$ cat src/rtl/cpu_sequencer.sv
// Multi-cycle fetch/load/mem/execute control FSM for the accumulator CPU.
// Holds the instruction register and drives every datapath strobe per state.
module cpu_sequencer #(
    parameter int FETCH_WAIT = 1,
    parameter int MEM_WAIT   = 1,
    parameter int CNT_W      = 16
) (
    input  logic             clk,
    input  logic             reset_n,
    input  logic [15:0]      instr_in,
    input  logic             serial_busy,
    input  logic             step_mode,
    input  logic             step_pulse,
    output logic [15:0]      ir_out,
    output logic [7:0]       ram_b_addr,
    output logic             pc_inc_en,
    output logic             pc_load_en,
    output logic [7:0]       jump_addr,
    output logic             ram_we,
    output logic             acc_load_en,
    output logic [1:0]       acc_src_sel,
    output logic [3:0]       alu_opcode,
    output logic             alu_b_sel,
    output logic             serial_start,
    output logic             halted,
    output logic [2:0]       state_out,
    output logic [CNT_W-1:0] instr_count
);

    typedef enum logic [2:0] {
        S_FETCH   = 3'd0,
        S_LOAD_IR = 3'd1,
        S_MEM     = 3'd2,
        S_EXEC    = 3'd3,
        S_PAUSE   = 3'd4,
        S_HALT    = 3'd5
    } state_t;

    localparam int WMAX = (FETCH_WAIT > MEM_WAIT) ? FETCH_WAIT : MEM_WAIT;
    localparam int WC_W = (WMAX > 1) ? $clog2(WMAX) : 1;
    localparam logic [WC_W-1:0] F_LAST = WC_W'(FETCH_WAIT - 1);
    localparam logic [WC_W-1:0] M_LAST = WC_W'(MEM_WAIT - 1);

    state_t            state_q, state_d;
    logic [15:0]       ir_q, ir_d;
    logic [CNT_W-1:0]  cnt_q, cnt_d;
    logic [WC_W-1:0]   wait_q, wait_d;
    logic              retire;
    logic [7:0]        op;
    logic [7:0]        nop;

    assign op  = ir_q[15:8];
    assign nop = instr_in[15:8];

    function automatic logic is_mem(input logic [7:0] o);
        return (o == 8'h11) || (o == 8'h31) || (o == 8'h41) || (o == 8'h51);
    endfunction

    function automatic logic is_legal(input logic [7:0] o);
        unique case (o)
            8'h00, 8'h10, 8'h11, 8'h20, 8'h30, 8'h31, 8'h40,
            8'h41, 8'h50, 8'h51, 8'h60, 8'h70, 8'h80: return 1'b1;
            default: return 1'b0;
        endcase
    endfunction

    always_ff @(posedge clk or negedge reset_n) begin
        if (!reset_n) begin
            state_q <= S_FETCH;
            ir_q    <= '0;
            cnt_q   <= '0;
            wait_q  <= '0;
        end else begin
            state_q <= state_d;
            ir_q    <= ir_d;
            cnt_q   <= cnt_d;
            wait_q  <= wait_d;
        end
    end

    always_comb begin
        state_d      = state_q;
        ir_d         = ir_q;
        cnt_d        = cnt_q;
        wait_d       = wait_q;
        retire       = 1'b0;
        pc_inc_en    = 1'b0;
        pc_load_en   = 1'b0;
        ram_we       = 1'b0;
        acc_load_en  = 1'b0;
        acc_src_sel  = 2'b00;
        alu_opcode   = 4'd0;
        alu_b_sel    = 1'b0;
        serial_start = 1'b0;
        unique case (state_q)
            S_FETCH: begin
                if (wait_q == F_LAST) begin
                    wait_d  = '0;
                    state_d = S_LOAD_IR;
                end else begin
                    wait_d = wait_q + 1'b1;
                end
            end
            S_LOAD_IR: begin
                ir_d      = instr_in;
                pc_inc_en = 1'b1;
                if (is_mem(nop))        state_d = S_MEM;
                else if (is_legal(nop)) state_d = S_EXEC;
                else                    state_d = S_HALT;
            end
            S_MEM: begin
                if (wait_q == M_LAST) begin
                    wait_d  = '0;
                    state_d = S_EXEC;
                end else begin
                    wait_d = wait_q + 1'b1;
                end
            end
            S_EXEC: begin
                retire = 1'b1;
                case (op)
                    8'h10: begin
                        acc_load_en = 1'b1;
                        acc_src_sel = 2'b01;
                    end
                    8'h11: begin
                        acc_load_en = 1'b1;
                        acc_src_sel = 2'b10;
                    end
                    8'h20: ram_we = 1'b1;
                    8'h30, 8'h31, 8'h40, 8'h41, 8'h50, 8'h51: begin
                        acc_load_en = 1'b1;
                        alu_opcode  = {2'b00, op[5:4] - 2'd2};
                        alu_b_sel   = op[0];
                    end
                    8'h60: begin
                        acc_load_en = 1'b1;
                        alu_opcode  = 4'd4;
                    end
                    8'h70: pc_load_en = 1'b1;
                    8'h80: begin
                        // Hold in EXEC until the serial unit can accept the ACC
                        retire       = !serial_busy;
                        serial_start = !serial_busy;
                    end
                    default: ;
                endcase
                if (retire) begin
                    cnt_d   = cnt_q + 1'b1;
                    state_d = step_mode ? S_PAUSE : S_FETCH;
                end
            end
            S_PAUSE: begin
                if (step_pulse || !step_mode) state_d = S_FETCH;
            end
            S_HALT: ;
            default: state_d = S_FETCH;
        endcase
    end

    assign ir_out      = ir_q;
    assign ram_b_addr  = ir_q[7:0];
    assign jump_addr   = ir_q[7:0];
    assign halted      = (state_q == S_HALT);
    assign state_out   = state_q;
    assign instr_count = cnt_q;

endmodule
$ cat config.mk
export PLATFORM = sky130hd
export DESIGN_NAME = cpu_sequencer
export DESIGN_NICKNAME = d
export VERILOG_FILES = /design/src/rtl/cpu_sequencer.sv
export SDC_FILE = /design/constraint.sdc
export NUM_CORES = 1
export LEC_CHECK = 0
export CAP_MARGIN = 10
export CORE_MARGIN = 3
export CORE_UTILIZATION = 41
export DETAILED_ROUTE_END_ITERATION = 6
export PLACE_DENSITY = 0.82
export SLEW_MARGIN = 40
export SYNTH_ARGS = -nofsm -noshare
export SYNTH_HDL_FRONTEND = slang
export SYNTH_SLANG_ARGS = --single-unit
$ cat constraint.sdc
create_clock -name clk -period 2.9 [get_ports clk]
set_input_delay 0.58 -clock clk [delete_from_list [all_inputs] [get_ports clk]]
set_output_delay 0.58 -clock clk [all_outputs]
set_load 0.05 [all_outputs]
==> results list <==
- Later-pin clock latency in the skew report: 0.29 ns
- The net count of the finished layout is 268.
- Filler Cell Count: 330
- The critical path starts at ir_out[9].
* Synthesized area per cell: 10.7 um^2
- Pin placement for this block handled 85 I/O pins.
* CTS root buffer: sky130_fd_sc_hd__clkbuf_8
* Number of global-route vias before repair: 1525
- STA classifies the critical path startpoint as a register.
- The clock drives 35 sinks.
- Count of unique library cells instantiated by Yosys: 39
* Data required, critical path: 2.32 ns
- Post-DR vias/cell: 5.27
- In this run the cell area measured after placement is 2760 um^2.
- Crit Path Max Fanout: 9
* First-pass GRT wire length: 7.31 mm
- Prior to clock tree synthesis, the placed netlist has a worst setup slack of 0.296 ns.
- The worst register-to-register path begins at ir_out[8].
- The count of nets left with antenna violations once routing finished came out at 0.
* Sequential element share of the synthesized area: 47.5%
- Port buffering added 83 buffers.
* Power per standard cell area: 1140 nW/um^2
- Cells fill 69.3% of the core in the end.
* Nets in the synthesized netlist: 195
- The die covers 5340 um^2.
* R2r setup slk: 0.68 ns
* Critical Path Sink Type: output pin
- Hold crit path type: input pin to asynchronous set/reset pin
- Relative slew slack: 65.0%
* Setup repair after global routing missed its margin: false
* Number of buffers on the longest clock path: 2
- HPWL after detailed placement: 3.45 mm
- The repair_antennas step left the layout with diodes totalling 0.
- Post-synth EDFFs: 0
- The core region is 4170 um^2.
- TritonCTS built the clock tree.
* Cell area after technology mapping: 1840 um^2
- Num rows: 23
* Count of final setup violators: 0
* Number of antenna violations at the first check in global routing: 0
- Final Max Tran Viols: 0
* Warning count from the yosys run: 0
- Routability-driven placement finished with a final weighted congestion of 0.760.
- Instance count of the mapped netlist: 173
- Counting I/O delays and the setup requirement, the final critical path takes 2.78 ns.
- From bottom edge to top edge, the die measures 73.0 um.
- CTS clk-pin slew, worst paths: 0.07 ns
- For this design the static power due to leakage is 1.20 nW.
* Iteration-0 DRC Markers: 76
- Worst-case vdd ir drop: 0.000607 V
* Actual transition at the worst max-transition pin: 0.523 ns
- Effective utilization at floorplan: 44.2%
- Overall routing resource usage: 17.9%
- The worst path meets setup with 0.122 ns of slack.
* Mean routed wirelength per cell: 15.2 um
- The critical path is of the register to output pin type.
- Summed over all layers, the routed wires come to 4.50 mm.
- The area growth from synthesis to layout is 56.9%.
* Total congestion overflow: 0
- Total power for the finished layout comes to 3.29 mW.
- The die is 73.0 um wide.
- Reg2Reg Capture Point: state_out[2]
- The flow ran to the end, and the final reports show no timing, DRC or antenna violations.
- Flops & latches, synth: 35
- Detailed-route via count: 1565
- The tool flagged a number of max-cap violations equal to 0.
- Share of layout cells above drive strength 1: 22.3%
- Clock skew: 0.00555 ns
* Cell depth of the worst flop-to-flop path: 4
* Hold-fix buffers at CTS: 0
- Count of H-tree levels built during CTS: 2
* Post-route DRC: 0
* Iteration count of the initial detailed-routing pass: 4
- The most critical setup path has its endpoint at acc_src_sel[1].
* Arrival time at the worst endpoint: 2.20 ns
* Maximum number of pins on one net before global-route repair: 36
* Final clock period utilization by the worst path: 95.8%
- Based on the critical path, the design can be clocked at up to 360 MHz.
* Primary FF master, synth: sky130_fd_sc_hd__dfrtp_1
- In this run, CTS created clock tree buffers numbering 5.
* Post-route design area: 2890 um^2
- Final-report hold violation count: 0
- After synthesis, the share of flip-flops with an asynchronous set or reset is 100%.
[worst max-delay path, stage by stage (launching register included)]
cell,delay [ns]
sky130_fd_sc_hd__dfrtp_1,0.39
sky130_fd_sc_hd__or3_2,0.50
sky130_fd_sc_hd__or3_4,0.46
sky130_fd_sc_hd__nor4b_2,0.37
sky130_fd_sc_hd__buf_12,0.18
[logic make-up (layout without fill, tap and decap cells)]
logic type               Yosys count  after routing  synth area share, %
AO/OA/AOI/OAI                     14             14                 5.23
XOR/XNOR                          16             16                 7.60
adder cells (fa/ha/maj)            1              1                0.679
buffers and inverters             28            102                 9.16
flip-flops                        35             35                 47.5
multiplexers                      17             17                 10.3
other                              1              1                0.203
AND/OR/NAND/NOR                   61             61                 19.3
[cell usage in the layout, fill, tap and decap left out, types with 3 or more instances in the layout]
cell,netlist,final
sky130_fd_sc_hd__nor3_1,8,6
sky130_fd_sc_hd__nor2_1,6,6
sky130_fd_sc_hd__xnor2_1,8,8
sky130_fd_sc_hd__nand2_1,10,10
sky130_fd_sc_hd__dfrtp_1,35,35
sky130_fd_sc_hd__nand2b_1,5,5
sky130_fd_sc_hd__inv_1,6,6
sky130_fd_sc_hd__xor2_1,8,8
sky130_fd_sc_hd__nand4_1,3,3
sky130_fd_sc_hd__buf_12,0,10
sky130_fd_sc_hd__nand3_1,5,5
sky130_fd_sc_hd__clkdlybuf4s50_1,0,71
sky130_fd_sc_hd__o21ai_0,3,3
sky130_fd_sc_hd__a21oi_1,4,4
sky130_fd_sc_hd__clkbuf_8,0,6
sky130_fd_sc_hd__nor4_2,0,4
sky130_fd_sc_hd__mux2_2,16,16
sky130_fd_sc_hd__buf_4,17,7
[synthesized netlist by cell type (all sizes together) (2+ instances only)]
cell | n | area (um^2)
a21oi | 4 | 20.0
and3 | 2 | 12.5
and4 | 2 | 17.5
buf | 17 | 128
clkbuf | 5 | 18.8
dfrtp | 35 | 876
inv | 6 | 22.5
mux2 | 16 | 180
nand2 | 10 | 37.5
nand2b | 5 | 31.3
nand3 | 5 | 25.0
nand4 | 3 | 18.8
nor2 | 6 | 22.5
nor3 | 8 | 40.0
nor3b | 3 | 22.5
nor4 | 4 | 25.0
o21ai | 3 | 15.0
or3 | 4 | 27.5
or4b | 3 | 30.0
xnor2 | 8 | 70.1
xor2 | 8 | 70.1
[what timing repair did]
| item | CTS | global route |
|---|---|---|
| setup buffers | 0 | 0 |
| gates resized for setup | 1 | 0 |
| endpoints found under the hold margin | 0 | 0 |
| setup endpoints to repair | 4 | 0 |
[per-layer routing]
layer / GRT usage, % / routed length [um] / up-vias
li1: - / - / 739
met1: 22.0 / 1860 / 746
met2: 26.9 / 2070 / 73
met3: 8.82 / 490 / 7
met4: 6.97 / 79 / 0
met5: 0 / 0 / -
[where the power goes]
group	leakage (nW)	total (mW)	switching, mW	internal (mW)
registers	0.442	0.790	0.159	0.631
logic	0.694	2.04	1.32	0.715
clock network	0.0612	0.457	0.179	0.278
total	1.20	3.29	1.66	1.62
[cell type report]
cell class,count,area [um^2],area share [%]
multi-input cells,110,850,29.4
well taps,50,62.6,2.16
clock buffers,6,82.6,2.86
clock inverters,2,35.0,1.21
inverters,6,22.5,0.779
flip-flops and latches,35,876,30.3
repair buffers,88,963,33.3
[metrics by stage]
step / setup TNS [ns] / cells / hold slack, ns
finish: 0 / 297 / 0.227
global route: 0 / 297 / 0.251
CTS: 0 / 297 / 0.378
detailed placement: 0 / 289 / 0.474
global placement: 0 / 289 / 0.460
floorplan: -1.47 / 173 / 0.284
[registers in the layout (all words and copies together), names as in the netlist]
| register | flops |
|---|---|
| ir_out | 16 |
| instr_count | 16 |
| state_out | 3 |
[worst min-delay path by stage]
stage                               start  cells after the start               to  slack (ns)
final                             reset_n                      1  instr_count[10]        0.23
after global routing              reset_n                      1        ir_out[4]        0.25
after CTS                         reset_n                      1        ir_out[4]        0.38
after detailed placement  instr_count[15]                      1  instr_count[15]        0.47
after global placement    instr_count[15]                      1  instr_count[15]        0.46
after floorplan                   reset_n                      0   instr_count[0]        0.28
Note: power is estimated with default switching activity, not from simulation.
